<file path="src/rtl/clint_itrp.sv">
`default_nettype none
// ============================================================================
// Module   : clint_itrp
// Purpose  : Core-local interruptor. Holds msip / mtimecmp / mtime behind a
//            simple request/ack bus, derives the soft/timer/external pending
//            bits, and presents one held, one-hot interrupt request to the
//            trap logic until that request is taken or withdrawn.
// Ports    : clk, rst                 clock, synchronous active-high reset
//            clint_req/wen/addr/      bus request (byte offset, byte-masked
//            wdata/wmask              64-bit writes)
//            clint_ack, clint_rdata   one-cycle completion pulse + read data
//            ext_irq                  level external interrupt source
//            mstatus_mie, mie_*       global and per-source enables
//            excp_enter               trap-entry acknowledge
//            itrp_info                one-hot request {ext, timer, soft}
// Revision : 1.0 - initial release
// ============================================================================
module clint_itrp #(
    parameter int unsigned TICK_DIV = 1
) (
    input  logic        clk,
    input  logic        rst,
    input  logic        clint_req,
    input  logic        clint_wen,
    input  logic [15:0] clint_addr,
    input  logic [63:0] clint_wdata,
    input  logic [7:0]  clint_wmask,
    output logic        clint_ack,
    output logic [63:0] clint_rdata,
    input  logic        ext_irq,
    input  logic        mstatus_mie,
    input  logic        mie_msie,
    input  logic        mie_mtie,
    input  logic        mie_meie,
    input  logic        excp_enter,
    output logic [2:0]  itrp_info
);

    localparam logic [15:0] c_addr_msip     = 16'h0000;
    localparam logic [15:0] c_addr_mtimecmp = 16'h4000;
    localparam logic [15:0] c_addr_mtime    = 16'hBFF8;
    localparam logic [15:0] c_presc_max     = 16'(TICK_DIV - 1);

    typedef enum logic [0:0] {
        ST_IDLE = 1'b0,
        ST_HOLD = 1'b1
    } state_t;

    state_t      state_q;
    logic        ack_q;
    logic [63:0] rdata_q, rdata_d;
    logic [63:0] mtime_q, mtime_d;
    logic [63:0] mtimecmp_q, mtimecmp_d;
    logic        msip_q, msip_d;
    logic [15:0] presc_q, presc_d;
    logic        meip_q, mtip_q;
    logic [2:0]  info_q;

    logic        w_sample, w_write, w_tick;
    logic        w_sel_msip, w_sel_cmp, w_sel_time;
    logic [2:0]  w_en;
    logic [2:0]  w_pick;

    // Merge write data into a 64-bit register one byte lane at a time.
    function automatic logic [63:0] byte_merge(input logic [63:0] old_v,
                                               input logic [63:0] new_v,
                                               input logic [7:0]  mask);
        logic [63:0] res;
        res = old_v;
        for (int i = 0; i < 8; i++) begin
            if (mask[i]) res[8*i +: 8] = new_v[8*i +: 8];
        end
        return res;
    endfunction

    // A new request is only taken while no ack is outstanding, which
    // limits throughput to one access every two cycles.
    assign w_sample   = clint_req & ~ack_q;
    assign w_write    = w_sample & clint_wen;
    assign w_sel_msip = (clint_addr == c_addr_msip);
    assign w_sel_cmp  = (clint_addr == c_addr_mtimecmp);
    assign w_sel_time = (clint_addr == c_addr_mtime);
    assign w_tick     = (presc_q == c_presc_max);

    // Enabled requests, bit order {ext, timer, soft}.
    assign w_en = {meip_q & mie_meie, mtip_q & mie_mtie, msip_q & mie_msie}
                  & {3{mstatus_mie}};

    // Priority external > soft > timer.
    always_comb begin
        w_pick = 3'b000;
        if (w_en[2])      w_pick = 3'b100;
        else if (w_en[0]) w_pick = 3'b001;
        else if (w_en[1]) w_pick = 3'b010;
    end

    always_comb begin
        presc_d    = w_tick ? 16'd0 : presc_q + 16'd1;
        mtime_d    = w_tick ? mtime_q + 64'd1 : mtime_q;
        mtimecmp_d = mtimecmp_q;
        msip_d     = msip_q;
        rdata_d    = 64'd0;

        // A software write to mtime wins over the tick; unwritten bytes
        // keep the pre-increment value.
        if (w_write && w_sel_time) mtime_d = byte_merge(mtime_q, clint_wdata, clint_wmask);
        if (w_write && w_sel_cmp)  mtimecmp_d = byte_merge(mtimecmp_q, clint_wdata, clint_wmask);
        if (w_write && w_sel_msip && clint_wmask[0]) msip_d = clint_wdata[0];

        if (w_sample && !clint_wen) begin
            if (w_sel_msip)      rdata_d = {63'd0, msip_q};
            else if (w_sel_cmp)  rdata_d = mtimecmp_q;
            else if (w_sel_time) rdata_d = mtime_q;
        end
    end

    always_ff @(posedge clk) begin
        if (rst) begin
            state_q    <= ST_IDLE;
            ack_q      <= 1'b0;
            rdata_q    <= 64'd0;
            mtime_q    <= 64'd0;
            mtimecmp_q <= 64'hFFFF_FFFF_FFFF_FFFF;
            msip_q     <= 1'b0;
            presc_q    <= 16'd0;
            meip_q     <= 1'b0;
            mtip_q     <= 1'b0;
            info_q     <= 3'b000;
        end else begin
            ack_q      <= w_sample;
            rdata_q    <= rdata_d;
            mtime_q    <= mtime_d;
            mtimecmp_q <= mtimecmp_d;
            msip_q     <= msip_d;
            presc_q    <= presc_d;
            meip_q     <= ext_irq;
            mtip_q     <= (mtime_q >= mtimecmp_q);

            case (state_q)
                ST_IDLE: begin
                    if (|w_en) begin
                        info_q  <= w_pick;
                        state_q <= ST_HOLD;
                    end else begin
                        info_q  <= 3'b000;
                    end
                end
                ST_HOLD: begin
                    // Trap entry takes precedence; otherwise drop the request
                    // if its own source is no longer enabled-pending.
                    if (excp_enter || !(|(w_en & info_q))) begin
                        info_q  <= 3'b000;
                        state_q <= ST_IDLE;
                    end
                end
                default: begin
                    info_q  <= 3'b000;
                    state_q <= ST_IDLE;
                end
            endcase
        end
    end

    assign clint_ack   = ack_q;
    assign clint_rdata = rdata_q;
    assign itrp_info   = info_q;

endmodule
`default_nettype wire

</file>
<file path="config.mk">
export PLATFORM = sky130hd
export DESIGN_NAME = clint_itrp
export DESIGN_NICKNAME = d
export VERILOG_FILES = /design/src/rtl/clint_itrp.sv
export SDC_FILE = /design/constraint.sdc
export NUM_CORES = 1
export LEC_CHECK = 0
export ABC_AREA = 1
export BUFFER_PORTS_ARGS = -buffer_cell sky130_fd_sc_hd__buf_2
export CAP_MARGIN = 10
export CORE_MARGIN = 1
export CORE_UTILIZATION = 37
export CTS_BUF_LIST = sky130_fd_sc_hd__clkbuf_16
export DETAILED_ROUTE_END_ITERATION = 8
export PLACE_DENSITY = 0.66
export SYNTH_ARGS = -nofsm -noshare
export SYNTH_HDL_FRONTEND = slang
export SYNTH_SLANG_ARGS = --single-unit
export TNS_END_PERCENT = 1
</file>
<file path="constraint.sdc">
create_clock -name clk -period 2.22 [get_ports clk]
set_clock_uncertainty 0.05 [all_clocks]
set_input_delay 0 -clock clk [delete_from_list [all_inputs] [get_ports clk]]
set_output_delay 0 -clock clk [all_outputs]
set_load 0.02 [all_outputs]
</file>
==> metrics.txt <==
status=finished, final reports clean; CP Data Arrival Time=2.57 ns; max incr delay on CP=0.58 ns; H-tree depth=1; Place WS=-0.118 ns; post-synth top area cell=dfxtp_1; post-synthesis async set-or-reset flop share=0%; worst slew pin tran=0.672 ns; final setup margin=0.0745 ns; Die X=190 um; TritonCTS clock tree=done; final setup vio count=0; WP buf/inv=2; gpl congestion=0.963; final hold violation count=0; Synth cell types=41; register area=4330 sq um; ANT nets after route=0; CTS Buffer Depth=3; Core Area=34600 sq um; CP delay by family, top=buffers and inverters; area delta synth->final=31.1%; Lkg Pwr=8.05 nW; FMAX=466 MHz; worst-case hold slack=0.0467 ns; design area=17100 sq um; Syn Area/Cell=6.31 sq um; Rel. slew slack=54.8%; Final TNS setup=0 ns; Final Slew Violations=0; Filler Cells Inserted=3546; clk_lat worst skew=0.54 ns; fin nets=2563; largest net degree at the start of global routing=94; Critical Path End Type=flop; Crit path required time=2.64 ns; worst min path class=in -> reg; remaining routing DRC violations=0; # IOs=166; Post-synth EDFFs=0; crit path max fanout=2; top cell type's share of synthesized area=33.2%; hpwl dp=32900 um; Critical Path Start=mtip_q; Die H=190 um; Yosys Warn Count=0; Post-DP Area=14500 sq um; max_cap viols=0; most common cell in the synthesized netlist=nand2_1; dominant synthesized flop cell=dfxtp_1; dpl cells=2664; clock period minus worst slack=2.15 ns; Tot GR Track Use=25.0%; number of port buffers=165; number of global-route vias before repair=14300; WS Path Type=reg -> reg; grt ovf=0; first-pass GRT wire length=73100 um; Initial DRC Count=934; wire per inst=15.8 um; DRT Pass-1 Iters=5; Synth area leaders=dfxtp_1, nand2_1, nand3_1; multi-input logic area=7520 sq um; n_diodes=0; TritonCTS Buffers=26; RSZ-0062 raised after global routing=true; number of synthesized register bits=216; vias per std cell=5.08; Hold Startpoint=clint_addr[2]; # clock sinks=216; Clock Pin Slew Worst Setup and Hold Paths=0.06 ns; post-route insts no fill=2873; via count=14600; flop2flop setup slack=0.07 ns; P per Cell Area=513 nW/um^2; initial core utilization=37.6%; layout cell share with drive strength beyond 1=12.9%; Critical Path Slowest Stage Cell=dlygate4sd3_1; Netlist Area Pre-Place=13000 sq um; worst vdd ir=0.473 mV; Synth top cells by count=nand2_1, inv_1, nand3_1, dfxtp_1, nor2_1; Final Cycle Share=96.6%; WL final=45400 um; Worst Setup Start Kind=flop; FP Rows=68; Clk Tree Root Cell=clkbuf_16; Post-Syn Nets=2230; initial antenna violation count=0; CP Cell Sequence=nand3_1 > dlygate4sd3_1 > nor2_1 > nand3_1 > dlygate4sd3_1 > a21oi_1; Cells after Synth=2065; Die ar.=36000 sq um; sequential share of the synthesized area=33.2%; reg2reg start=mtip_q
metal layers:
| layer | vias to the layer above | track usage [%] | share of wire [%] |
|---|---|---|---|
| met4 | 0 | 7.07 | 2.3 |
| met3 | 74 | 3.47 | 6.1 |
| met2 | 454 | 42.7 | 46 |
| met5 | - | 0 | 0 |
| li1 | 7340 | - | - |
| met1 | 6732 | 32.7 | 45 |
per-stage QoR:
| step | util, % | power [mW] |
|---|---|---|
| after floorplan | - | 4.12 |
| after global placement | 42.0 | 4.30 |
| after detailed placement | 42.0 | 4.30 |
| after CTS | 49.2 | 8.82 |
| after global routing | 49.3 | 9.03 |
| final | 49.3 | 8.75 |
logic make-up (layout without fill, tap and decap cells):
kind of cell             count (synthesis)  after routing  share of synthesized area, %
AO/OA/AOI/OAI                          328            328                          12.8
XOR/XNOR                                16             16                          1.08
adder cells (fa/ha/maj)                 67             67                          6.44
buffers and inverters                  315            668                          9.50
flip-flops                             216            216                          33.2
AND/OR/NAND/NOR                       1123           1123                          37.0
report_power, final:
| group | internal (mW) | leakage, nW | switching (mW) |
|---|---|---|---|
| registers | 3.88 | 1.74 | 0.0103 |
| logic | 0.208 | 5.86 | 0.241 |
| clock network | 2.66 | 0.450 | 1.75 |
| total | 6.75 | 8.05 | 2.00 |
area by class of cell:
cell class / instances / share of cell area (%)
clock buffers: 27 / 3.96
clock inverters: 21 / 1.19
inverters: 243 / 5.34
multi-input cells: 1534 / 44.0
flip-flops and latches: 216 / 25.3
well taps: 455 / 3.33
repair buffers: 377 / 16.8
registers in the layout (all words and copies together) (netlist names):
| name | cells |
|---|---|
| meip_q | 1 |
| itrp_info | 3 |
| state_q | 1 |
| clint_ack | 1 |
| mtime_q | 64 |
| clint_rdata | 64 |
| mtip_q | 1 |
| msip_q | 1 |
| presc_q | 16 |
| mtimecmp_q | 64 |
worst paths after layout:
check	end	depth (start not counted)
setup / recovery	itrp_info[1]	6
setup reg to reg	itrp_info[1]	6
hold / removal	msip_q	6
hold reg to reg	presc_q[0]	1
repair_timing:
item,4_1_cts,5_1_grt
setup buffers,2,0
hold buffers,159,0
hold endpoints to repair,144,0
setup endpoints to repair,11,32
pin swaps,1,0
gates resized for setup,0,14
layout by cell type (no fill, tap or decap), types with 3 or more instances in the layout:
master and count:
xor2_1 11, o21a_1 4, inv_1 240, clkinv_1 3
nor3_1 15, ha_1 66, buf_2 165, or2_2 7
nor2_4 3, bufinv_16 4, clkbuf_16 27, clkinv_2 5
or2_0 3, dfxtp_2 3, nand2_1 614, nor3b_1 3
buf_4 48, dfxtp_1 213, o21ai_0 146, nand3_2 4
xnor2_1 5, nand3b_1 10, dlygate4sd3_1 159, nor2_1 181
nor4_1 7, inv_2 9, a21oi_1 173, buf_12 4
nand3_1 223, nand4_1 23, nand2_2 13, nor2_2 6
worst register-to-register path, stage by stage, from the launching register on:
cell and delay [ns]:
dfxtp_1 0.43, nand3_1 0.13, dlygate4sd3_1 0.58, nor2_1 0.10, nand3_1 0.07, dlygate4sd3_1 0.56
a21oi_1 0.15
Note: power is estimated with default switching activity, not from simulation.
